$ cat src/rtl/spi_frame_tx_pkg.sv
// Shared constants, FSM state type and gap lookup for the spi_frame_tx link transmitter.
package spi_frame_pkg;

    localparam int                WORD_W    = 14;
    localparam logic [WORD_W-1:0] HEADER    = 14'h0FFF;

    localparam int HALF_SCK  = 8;
    localparam int CS_LEAD   = 16;
    localparam int CS_LAG    = 16;
    localparam int GAP_SHORT = 24;
    localparam int GAP_LONG  = 168;
    localparam int GAP_FRAME = 3384;

    typedef enum logic [2:0] {IDLE, LEAD, SHIFT, LAG, GAP} state_t;

    // cs-high time that follows word word_idx (0 = header .. 4 = CH4)
    function automatic int gap_len(input logic [2:0] word_idx);
        case (word_idx)
            3'd0, 3'd2: return GAP_SHORT;
            3'd1, 3'd3: return GAP_LONG;
            default:    return GAP_FRAME;
        endcase
    endfunction

endpackage

$ cat src/rtl/spi_frame_tx_if.sv
// Sample-set handshake between the capture logic (master) and spi_frame_tx (slave).
interface spi_frame_tx_if;

    logic                             in_valid;
    logic                             in_ready;
    logic [spi_frame_pkg::WORD_W-1:0] in_ch1;
    logic [spi_frame_pkg::WORD_W-1:0] in_ch2;
    logic [spi_frame_pkg::WORD_W-1:0] in_ch3;
    logic [spi_frame_pkg::WORD_W-1:0] in_ch4;

    modport master (output in_valid, in_ch1, in_ch2, in_ch3, in_ch4, input in_ready);
    modport slave  (input in_valid, in_ch1, in_ch2, in_ch3, in_ch4, output in_ready);

endinterface

$ cat src/rtl/spi_frame_tx_word_shifter.sv
// Shifts one WORD_W word out MSB first; sck toggles on each half-period tick from the parent.
module spi_word_shifter
    import spi_frame_pkg::*;
(
    input  logic              clk,
    input  logic              rst,
    input  logic              load,
    input  logic              clr,
    input  logic              tick,
    input  logic [WORD_W-1:0] word,
    output logic              sck,
    output logic              mosi,
    output logic              done
);

    logic [WORD_W-1:0] sr_reg;
    logic              sck_reg;
    logic [3:0]        bit_reg;

    // The high half of the last bit ends the word; mosi keeps bit 0 afterwards.
    assign done = tick && sck_reg && (bit_reg == 4'd0);
    assign sck  = sck_reg;
    assign mosi = sr_reg[WORD_W-1];

    always_ff @(posedge clk or posedge rst) begin
        if (rst) begin
            sr_reg  <= '0;
            sck_reg <= 1'b0;
            bit_reg <= '0;
        end else if (clr) begin
            sr_reg  <= '0;
            sck_reg <= 1'b0;
            bit_reg <= '0;
        end else if (load) begin
            sr_reg  <= word;
            sck_reg <= 1'b0;
            bit_reg <= 4'(WORD_W - 1);
        end else if (tick) begin
            if (!sck_reg) begin
                sck_reg <= 1'b1;
            end else begin
                sck_reg <= 1'b0;
                if (bit_reg != 4'd0) begin
                    sr_reg  <= {sr_reg[WORD_W-2:0], 1'b0};
                    bit_reg <= bit_reg - 4'd1;
                end
            end
        end
    end

endmodule

$ cat src/rtl/spi_frame_tx.sv
// SPI frame transmitter: header + CH1..CH4 as five cs-framed 14-bit words with fixed gaps.
// Optional SPI_FRAME_TX_REPEAT_EN: resend the last sample set when none is offered at frame end.
module spi_frame_tx
    import spi_frame_pkg::*;
(
    input  logic          clk,
    input  logic          rstn,
    spi_frame_tx_if.slave link,
    output logic          sck,
    output logic          mosi,
    output logic          cs,
    output logic          busy,
    output logic          frame_done
);

    localparam int MAX_A   = (CS_LEAD > CS_LAG) ? CS_LEAD : CS_LAG;
    localparam int MAX_B   = (MAX_A > HALF_SCK) ? MAX_A : HALF_SCK;
    localparam int CNT_MAX = (MAX_B > GAP_FRAME) ? MAX_B : GAP_FRAME;
    localparam int CNT_W   = $clog2(CNT_MAX);

    state_t            state_reg, state_next;
    logic [CNT_W-1:0]  cnt_reg, cnt_next, cnt_last;
    logic [2:0]        idx_reg, idx_next;
    logic [WORD_W-1:0] samp_reg [4];
    logic [WORD_W-1:0] word_next;
    logic              cs_reg, busy_reg, ready_reg, done_reg;
    logic              accept, load, clr, tick, last, done_next, sh_done;
    int                cur_len;

    assign link.in_ready = ready_reg;
    assign cs            = cs_reg;
    assign busy          = busy_reg;
    assign frame_done    = done_reg;

    always_comb begin
        cur_len = 1;
        case (state_reg)
            LEAD:    cur_len = CS_LEAD;
            SHIFT:   cur_len = HALF_SCK;
            LAG:     cur_len = CS_LAG;
            GAP:     cur_len = gap_len(idx_reg);
            default: cur_len = 1;
        endcase
        cnt_last = CNT_W'(cur_len - 1);
        last     = (cnt_reg == cnt_last);
        tick     = (state_reg == SHIFT) && last;
    end

    always_comb begin
        state_next = state_reg;
        idx_next   = idx_reg;
        accept     = 1'b0;
        load       = 1'b0;
        clr        = 1'b0;
        done_next  = 1'b0;
        case (state_reg)
            IDLE: if (link.in_valid && ready_reg) begin
                accept     = 1'b1;
                load       = 1'b1;
                idx_next   = 3'd0;
                state_next = LEAD;
            end
            LEAD:  if (last) state_next = SHIFT;
            SHIFT: if (sh_done) state_next = LAG;
            LAG: if (last) begin
                clr        = 1'b1;
                state_next = GAP;
            end
            GAP: if (last) begin
                if (idx_reg == 3'd4) begin
                    done_next = 1'b1;
                    idx_next  = 3'd0;
`ifdef SPI_FRAME_TX_REPEAT_EN
                    // A pending sample set wins: go through IDLE so it is handshaken.
                    if (!link.in_valid) begin
                        load       = 1'b1;
                        state_next = LEAD;
                    end else begin
                        state_next = IDLE;
                    end
`else
                    state_next = IDLE;
`endif
                end else begin
                    idx_next   = idx_reg + 3'd1;
                    load       = 1'b1;
                    state_next = LEAD;
                end
            end
            default: state_next = IDLE;
        endcase

        // Phase counter restarts on every state change and every sck half period.
        if ((state_next != state_reg) || tick || (state_reg == IDLE))
            cnt_next = '0;
        else
            cnt_next = cnt_reg + 1'b1;

        case (idx_next)
            3'd1:    word_next = samp_reg[0];
            3'd2:    word_next = samp_reg[1];
            3'd3:    word_next = samp_reg[2];
            3'd4:    word_next = samp_reg[3];
            default: word_next = HEADER;
        endcase
    end

    always_ff @(posedge clk or posedge rstn) begin
        if (rstn) begin
            state_reg <= IDLE;
            cnt_reg   <= '0;
            idx_reg   <= '0;
            cs_reg    <= 1'b1;
            busy_reg  <= 1'b0;
            ready_reg <= 1'b0;
            done_reg  <= 1'b0;
        end else begin
            state_reg <= state_next;
            cnt_reg   <= cnt_next;
            idx_reg   <= idx_next;
            cs_reg    <= !(state_next inside {LEAD, SHIFT, LAG});
            busy_reg  <= (state_next != IDLE);
            ready_reg <= (state_next == IDLE);
            done_reg  <= done_next;
        end
    end

    always_ff @(posedge clk or posedge rstn) begin
        if (rstn) begin
            for (int i = 0; i < 4; i++) samp_reg[i] <= '0;
        end else if (accept) begin
            samp_reg[0] <= link.in_ch1;
            samp_reg[1] <= link.in_ch2;
            samp_reg[2] <= link.in_ch3;
            samp_reg[3] <= link.in_ch4;
        end
    end

    spi_word_shifter u_shifter (
        .clk  (clk),
        .rst  (rstn),
        .load (load),
        .clr  (clr),
        .tick (tick),
        .word (word_next),
        .sck  (sck),
        .mosi (mosi),
        .done (sh_done)
    );

endmodule

$ cat src/flat_wrapper.sv
// flat-port wrapper written by rule: the top's interface ports become plain ports
module spi_frame_tx_flat import spi_frame_pkg::*;
  (clk, rstn, sck, mosi, cs, busy, frame_done, link_in_valid, link_in_ch1, link_in_ch2, link_in_ch3, link_in_ch4, link_in_ready);
  spi_frame_tx_if link_i ();
  input  logic clk;
  input  logic rstn;
  output logic sck;
  output logic mosi;
  output logic cs;
  output logic busy;
  output logic frame_done;
  input wire logic [$bits(link_i.in_valid)-1:0] link_in_valid;
  input wire logic [$bits(link_i.in_ch1)-1:0] link_in_ch1;
  input wire logic [$bits(link_i.in_ch2)-1:0] link_in_ch2;
  input wire logic [$bits(link_i.in_ch3)-1:0] link_in_ch3;
  input wire logic [$bits(link_i.in_ch4)-1:0] link_in_ch4;
  output wire logic [$bits(link_i.in_ready)-1:0] link_in_ready;
  assign link_i.in_valid = link_in_valid;
  assign link_i.in_ch1 = link_in_ch1;
  assign link_i.in_ch2 = link_in_ch2;
  assign link_i.in_ch3 = link_in_ch3;
  assign link_i.in_ch4 = link_in_ch4;
  assign link_in_ready = link_i.in_ready;
  spi_frame_tx u_core (.clk(clk), .rstn(rstn), .link(link_i), .sck(sck), .mosi(mosi), .cs(cs), .busy(busy), .frame_done(frame_done));
endmodule
$ cat config.mk
export PLATFORM = sky130hd
export DESIGN_NAME = spi_frame_tx_flat
export DESIGN_NICKNAME = d
export VERILOG_FILES = /design/src/rtl/spi_frame_tx_pkg.sv /design/src/rtl/spi_frame_tx_if.sv /design/src/rtl/spi_frame_tx_word_shifter.sv /design/src/rtl/spi_frame_tx.sv /design/src/flat_wrapper.sv
export SDC_FILE = /design/constraint.sdc
export NUM_CORES = 1
export LEC_CHECK = 0
export BUFFER_PORTS_ARGS = -buffer_cell sky130_fd_sc_hd__buf_2
export CAP_MARGIN = 20
export CELL_PAD_IN_SITES_DETAIL_PLACEMENT = 1
export CELL_PAD_IN_SITES_GLOBAL_PLACEMENT = 1
export CORE_MARGIN = 5
export CORE_UTILIZATION = 45
export CTS_BUF_LIST = sky130_fd_sc_hd__clkbuf_16
export DETAILED_ROUTE_END_ITERATION = 16
export PLACE_DENSITY_LB_ADDON = 0.3
export SYNTH_ARGS = -nofsm -noshare
export SYNTH_HDL_FRONTEND = slang
export SYNTH_SLANG_ARGS = --single-unit
$ cat constraint.sdc
create_clock -name clk -period 3.8 [get_ports clk]
set_clock_uncertainty 0.1 [all_clocks]
set_input_delay 0.57 -clock clk [delete_from_list [all_inputs] [get_ports clk]]
set_output_delay 0.57 -clock clk [all_outputs]
set_load 0.02 [all_outputs]
==> metrics.md, run 1 <==
| Metric | Value |
|---|---|
| Peak Freq | 282.8 MHz |
| Die Ht | 114.3 µm |
| Gpl congestion | 0.8244 |
| Min Tclk post-route | 3.535 ns |
| P&R area growth vs syn | 15.45% |
| TritonCTS Sinks | 97 |
| Core outline area | 10,750 µm² |
| Worst hold path class | input pin to asynchronous set/reset pin |
| Endpoint type of the worst setup path | flip-flop |
| Slew Viols, Final | 0 |
| Final Hold Fails | 0 |
| Final WL | 13,000 µm |
| # port buffers | 64 |
| Post-DR wirelength/cell | 18.10 µm |
| Clock share of power | 0.434 |
| Number of global-route vias before repair | 4,331 |
| Status | complete, no violations |
| Leakage | 2.786 nW |
| Setup-failing EPs final | 0 |
| Slew HR | 0.5107 |
| Pre-Repair DR Iteration Count | 4 |
| Tot GR Track Use | 0.2109 |
| Initial Utilization | 0.4559 |
| Initial antenna violation count | 0 |
| Post-route antenna net violation count | 0 |
| GRT overflow | 0 |
| Unrepaired setup endpoints after global routing | false |
| Area of the multi-input gates | 2267 µm² |
| Startpoint types | flip-flop |
| CTS Buf Count | 9 |
| Cell count after synthesis | 509 |
| Maxcap violations | 0 |
| CTS tree | built |
| Cell internal pwr | 1.493 mW |
| Post-DP HPWL | 9026 µm |
| CP max FO | 12 |
| P_sw | 0.4245 mW |
| Switching Fraction | 0.2214 |
| Crit. Startpoint | u_core.idx_reg[2] |
| Count of yosys warnings during synthesis | 0 |
| Root Buffer | clkbuf_16 |
| Number of diodes | 0 |
| Post-synthesis async set-or-reset flop share | 1.000 |
| Initial DRC count | 141 |
| Synth Cell Area | 4898 µm² |
| R2r endpoint | u_core.u_shifter.sr_reg[13] |
| Clock transition at path regs | 0.07 ns |
| Worst path top cell family by delay | compound AO/OA/AOI/OAI gates |
| Logic pwr share | 0.027 |
| Syn_nets | 576 |
| R2R cell count | 11 |
| Sum Neg Setup Slack | 0 ns |
| Final net count | 640 |
| Largest stage delay, worst path | 0.55 ns |
| Flop pwr share | 0.538 |
| Flop and latch count out of synthesis | 97 |
| Die width | 114.3 µm |
| Total I/O pin count | 65 |
| Pin count of the biggest net entering global routing | 62 |
| Die area | 13,070 µm² |
| Number of flip-flops under the largest register name | 56 |
| VDD IR max | 0.0002179 V |
| Pwr Density | 339.0 nW/µm² |
| FF/Latch Area | 2429 µm² |
| CP max-delay cell | or4_1 |
| R2r startpoint | u_core.idx_reg[2] |
| Final period util | 0.9304 |
| CP required | 3.96 ns |
| Layout cells sized above 1 | 0.2232 |
| Sequential-to-total area share from yosys stat | 0.4958 |
| DRC errors left | 0 |
| Setup WS pre-CTS | 0.2070 ns |
| Top FF cell, synth | dfrtp_1 |
| Worst hold slack | 0.2270 ns |
| FP Rows | 38 |
| Worst slew pin tran | 0.7330 ns |
| Number of synthesized flops with an enable pin | 0 |
| CP cell instances | inv_1 > ha_1 > or4_1 > o211a_1 > a2111oi_4 > buf_4 > o21ai_2 > a311oi_4 > nand3_2 > o21ai_0 > a2bb2oi_1 |
| Clock Latency Late Sink | 0.34 ns |
| Yosys cell types | 62 |
| Kind of critical path | flip-flop to flip-flop |
| R2r setup slk | 0.26 ns |
| CTS Hold Buffers Added | 0 |
| Final setup margin | 0.2645 ns |
| Vias | 3,875 |
| Buf+Inv Stages, Crit Path | 2 |
| Htree depth | 3 |
| Clock Path Buffers | 2 |
| Avg Inst Size Synth | 9.624 µm² |
| Drt via density | 5.397 |
| Arrival time at the worst endpoint | 3.70 ns |
| First-pass GRT wire length | 21,720 µm |
| Fillers | 1,271 |
-- layer usage --
metal	wire [µm]	part of all wire	global-route usage	vias to the layer above
met5	0	0	0	-
met4	172	0.013	0.05859	0
met3	451	0.035	0.03858	13
met2	6774	0.52	0.3786	68
met1	5597	0.43	0.2594	1966
li1	-	-	-	1828
-- logic make-up after synthesis --
family | after synthesis | synth area share
adders and majority gates | 8 | 0.02044
AOI/OAI and AO/OA | 77 | 0.1413
buffers and inverters | 42 | 0.04444
DFF | 97 | 0.4958
muxes | 26 | 0.05338
xor gates and xnor gates | 14 | 0.02503
and+or+nand+nor | 245 | 0.2197
-- cell type report --
class / instances / share of cell area
Sequential cell: 97 / 0.4294
Multi-Input combinational cell: 370 / 0.4009
Tap cell: 140 / 0.03097
Inverter: 17 / 0.01217
Timing Repair Buffer: 78 / 0.07965
Clock buffer: 9 / 0.03982
Clock inverter: 7 / 0.007080
-- synth_stat cells, types with 3 or more instances --
library cell / n / area [µm²]
o21ai_1: 3 / 15.01
o22ai_2: 9 / 112.6
inv_1: 15 / 56.30
xnor2_1: 6 / 52.55
nand4_1: 4 / 25.02
nor3_1: 3 / 15.01
o32ai_1: 3 / 26.28
nor2_1: 28 / 105.1
dfrtp_1: 96 / 2402
o2bb2ai_2: 9 / 135.1
buf_6: 5 / 56.30
and2_1: 3 / 18.77
and3_1: 7 / 43.79
a21oi_1: 9 / 45.04
o21ai_0: 19 / 95.09
buf_2: 3 / 15.01
nand3_1: 3 / 15.01
xor2_1: 8 / 70.07
ha_1: 8 / 100.1
clkbuf_1: 15 / 56.30
nand2_1: 176 / 660.6
nand2b_1: 3 / 18.77
mux2i_1: 25 / 250.2
-- what timing repair did --
| item | in CTS | in global routing |
|---|---|---|
| setup buffers | 0 | 2 |
| setup endpoints to repair | 0 | 15 |
| gates resized for setup | 0 | 1 |
-- placed cells by master, fill, tap and decap left out, types with 12 or more instances in the layout --
cell type	count
nand2_1	176
dfrtp_1	96
buf_2	64
nor2_1	28
mux2i_1	25
o21ai_0	18
inv_1	16
buf_4	12
-- how the worst max path moves through the flow --
stage | to | cells past startpoint
after floorplan | u_core.u_shifter.sr_reg[10] | 13
after global placement | u_core.u_shifter.sr_reg[1] | 11
after detailed placement | u_core.u_shifter.sr_reg[2] | 10
after CTS | u_core.u_shifter.sr_reg[2] | 10
after global routing | u_core.u_shifter.sr_reg[1] | 13
final | u_core.u_shifter.sr_reg[13] | 11
-- per-stage QoR --
stage | area, µm² | power, mW | instances | util
3_3_place_gp | 5375 | 1.105 | 700 | 0.5002
6_report | 5655 | 1.917 | 718 | 0.5263
2_1_floorplan | 4898 | 1.068 | 509 | -
3_5_place_dp | 5375 | 1.106 | 700 | 0.5002
5_1_grt | 5655 | 1.991 | 718 | 0.5263
4_1_cts | 5640 | 1.934 | 716 | 0.5249
-- power by group through the flow --
stage | Sequential [mW] | Combinational [mW] | Clock (mW)
final | 1.03 | 0.0524 | 0.833
after floorplan | 1.05 | 0.0156 | 0
after detailed placement | 1.05 | 0.0541 | 0
after CTS | 1.03 | 0.0545 | 0.848
after global placement | 1.05 | 0.0532 | 0
after global routing | 1.03 | 0.0611 | 0.899
(Power assumes the default switching activity.)
==> run 2: changes to the inputs <==
--- a/config.mk
+++ b/config.mk
@@ -5,12 +5,13 @@
 export SDC_FILE = /design/constraint.sdc
 export NUM_CORES = 1
 export LEC_CHECK = 0
+export ABC_AREA = 1
 export BUFFER_PORTS_ARGS = -buffer_cell sky130_fd_sc_hd__buf_2
 export CAP_MARGIN = 20
 export CELL_PAD_IN_SITES_DETAIL_PLACEMENT = 1
 export CELL_PAD_IN_SITES_GLOBAL_PLACEMENT = 1
 export CORE_MARGIN = 5
-export CORE_UTILIZATION = 45
+export CORE_UTILIZATION = 43
 export CTS_BUF_LIST = sky130_fd_sc_hd__clkbuf_16
 export DETAILED_ROUTE_END_ITERATION = 16
 export PLACE_DENSITY_LB_ADDON = 0.3
==> run 2 against run 1 <==
Against the previous run:
- count of clock-buffer cells in the layout is the same
- first-iteration DRC count grew 7.1%
- sequential power is essentially flat
- non-clock buffer count shrank 7
- design area grew 2.3%
- area after synthesis grew 5.9%
- die area grew 9.8%
- critical path depth grew 5
- routed wire length grew 5.9%
- critical path type unchanged
- critical endpoint is now u_core.u_shifter.sr_reg[4]
- largest power group unchanged
==> metrics.md, run 2 <==
| Metric | Value |
|---|---|
| Pin count of the biggest net entering global routing | 57 |
| Pre-Repair DR Iteration Count | 4 |
| Tot GR Track Use | 0.2055 |
| Clock transition at path regs | 0.07 ns |
| Slew Viols, Final | 0 |
| Yosys top cell area share | 0.4632 |
| Count of yosys warnings during synthesis | 0 |
| Buf+Inv Stages, Crit Path | 1 |
| Gpl congestion | 0.8904 |
| Top FF cell, synth | dfrtp_1 |
| Worst path top cell family by delay | simple AND/OR/NAND/NOR gates |
| Leakage | 3.088 nW |
| Number of synthesized flops with an enable pin | 0 |
| R2r setup slk | 0.52 ns |
| FP Rows | 40 |
| Post-DR wirelength/cell | 15.59 µm |
| R2r endpoint | u_core.u_shifter.sr_reg[4] |
| Post-DP HPWL | 10,150 µm |
| DP Cell Count | 867 |
| Kind of critical path | flip-flop to flip-flop |
| Total I/O pin count | 65 |
| Initial antenna violation count | 0 |
| Worst hold path class | input pin to asynchronous set/reset pin |
| Cell with the most instances after synthesis | nand2_1 |
| Post-route antenna net violation count | 0 |
| Final net count | 798 |
| Number of diodes | 0 |
| Final WL | 13,760 µm |
| Status | complete, no violations |
| Endpoint type of the worst setup path | flip-flop |
| VDD IR max | 0.0001837 V |
| Number of global-route vias before repair | 4,897 |
| Cell count after synthesis | 682 |
| Commonest non-fill, non-tap cell in the layout | nand2_1 |
| Yosys cell types | 38 |
| Clock Path Buffers | 2 |
| Peak Freq | 304.6 MHz |
| Arrival time at the worst endpoint | 3.43 ns |
| TritonCTS Sinks | 97 |
| Flop and latch count out of synthesis | 97 |
| Post-CTS resize count | 0 |
| CP dominant cell by count | nand2_1 |
| Postcts setup bufs | 0 |
| Die area | 14,360 µm² |
| Die Ht | 119.8 µm |
| First-pass GRT wire length | 23,520 µm |
| Syn_nets | 749 |
| Drt via density | 5.129 |
| Synth Cell Area | 5186 µm² |
| CP max FO | 30 |
| Commonest cells post-synth | 292 x nand2_1, 96 x dfrtp_1, 70 x nor2_1 |
| Sum Neg Setup Slack | 0 ns |
| CTS tree | built |
| Post-synth top area cell | dfrtp_1 |
| P&R area growth vs syn | 11.56% |
| CP cell instances | inv_1 > ha_1 > o21ai_0 > nand2_1 > nand3_1 > nand2_1 > nor2_4 > nand3_1 > nand2_1 > nand2_1 > nand2_4 > nand3_2 > a21oi_2 > nand2_1 > nand2_1 > nand2_1 |
| Setup-failing EPs final | 0 |
| Final period util | 0.8641 |
| R2R cell count | 16 |
| Htree depth | 3 |
| Maxcap violations | 0 |
| GRT overflow | 0 |
| Startpoint types | flip-flop |
| Final Hold Fails | 0 |
| Tot Pwr | 1.896 mW |
| Die width | 119.8 µm |
| Layout cells sized above 1 | 0.1644 |
| Initial DRC count | 151 |
| CTS Buf Count | 9 |
| Final setup margin | 0.5165 ns |
| Min Tclk post-route | 3.283 ns |
| Avg Inst Size Synth | 7.604 µm² |
| Clock Latency Late Sink | 0.35 ns |
| CTS Hold Buffers Added | 0 |
| Worst slew pin tran | 0.8247 ns |
| Vias | 4,529 |
| Synth area leaders | dfrtp_1 46%, nand2_1 21%, nor2_1 5.1% |
| Setup WS pre-CTS | 0.5789 ns |
| Root Buffer | clkbuf_16 |
| Unrepaired setup endpoints after global routing | false |
| CP max-delay cell | a21oi_2 |
| Pwr Density | 327.8 nW/µm² |
| Fin cells | 883 |
| DRC errors left | 0 |
| Worst hold slack | 0.2522 ns |
| # port buffers | 64 |
| Number of flip-flops under the largest register name | 56 |
| R2r startpoint | u_core.idx_reg[0] |
| Most frequent cells in the layout | 292 x nand2_1, 96 x dfrtp_1, 69 x nor2_1 |
| Core outline area | 11,910 µm² |
| Sequential-to-total area share from yosys stat | 0.4683 |
| CP required | 3.95 ns |
| Slew HR | 0.4502 |
| Post-synthesis async set-or-reset flop share | 1.000 |
| Initial Utilization | 0.4354 |
| Largest stage delay, worst path | 0.45 ns |
## run 2: cells by family (layout without fill, tap and decap cells)
kind of cell	after synthesis	after routing	share of synthesized area
xor+xnor	5	5	0.008445
compound gates	23	23	0.02678
fa+ha+maj	8	8	0.01930
flops	97	97	0.4683
simple gates	476	476	0.4051
buf+inv	73	127	0.07214
## run 2: layout make-up
| class | instances | area (µm²) |
|---|---|---|
| timing repair buffer | 71 | 372.9 |
| tap | 147 | 183.9 |
| sequential | 97 | 2429 |
| inverter | 40 | 153.9 |
| clock inverter | 7 | 30.03 |
| clock buffer | 9 | 225.2 |
| multi-input combinational | 512 | 2391 |
| fill | 1538 | 6126 |
## run 2: how the worst max path moves through the flow
stage / start / endpoint / slack [ns] / cells after the start
finish: u_core.idx_reg[0] / u_core.u_shifter.sr_reg[4] / 0.52 / 16
CTS: u_core.idx_reg[0] / u_core.u_shifter.sr_reg[4] / 0.52 / 16
global route: u_core.idx_reg[0] / u_core.u_shifter.sr_reg[11] / 0.18 / 18
detailed placement: u_core.idx_reg[0] / u_core.u_shifter.sr_reg[10] / 0.58 / 16
floorplan: rstn / u_core.busy / 0.60 / 1
global placement: u_core.idx_reg[0] / u_core.u_shifter.sr_reg[7] / 0.76 / 16
## run 2: routing by layer
metal,track usage,up-vias,part of all wire
li1,-,2259,-
met1,0.2551,2174,0.45
met2,0.3545,70,0.50
met3,0.03723,26,0.031
met4,0.08160,0,0.024
met5,0,-,0
## run 2: worst reg2reg max path, cell delays in order, from the launching register on
cell and delay, ns:
dfrtp_1 0.42, inv_1 0.13, ha_1 0.25, o21ai_0 0.29
nand2_1 0.13, nand3_1 0.14, nand2_1 0.12, nor2_4 0.17
nand3_1 0.10, nand2_1 0.08, nand2_1 0.08, nand2_4 0.31
nand3_2 0.15, a21oi_2 0.45, nand2_1 0.13, nand2_1 0.08
nand2_1 0.05
## run 2: power by group
| part | switching, mW | internal [mW] | leakage (nW) | total (mW) |
|---|---|---|---|---|
| logic | 0.0284 | 0.0219 | 1.64 | 0.0503 |
| registers | 0 | 1.03 | 1.31 | 1.03 |
| clock network | 0.383 | 0.431 | 0.136 | 0.814 |
| total | 0.411 | 1.49 | 3.09 | 1.90 |
## run 2: metrics by stage
stage / instance area [µm²] / util
4_1_cts: 5786 / 0.4857
3_5_place_dp: 5530 / 0.4643
3_3_place_gp: 5530 / 0.4643
5_1_grt: 5786 / 0.4857
2_1_floorplan: 5186 / -
6_report: 5786 / 0.4857
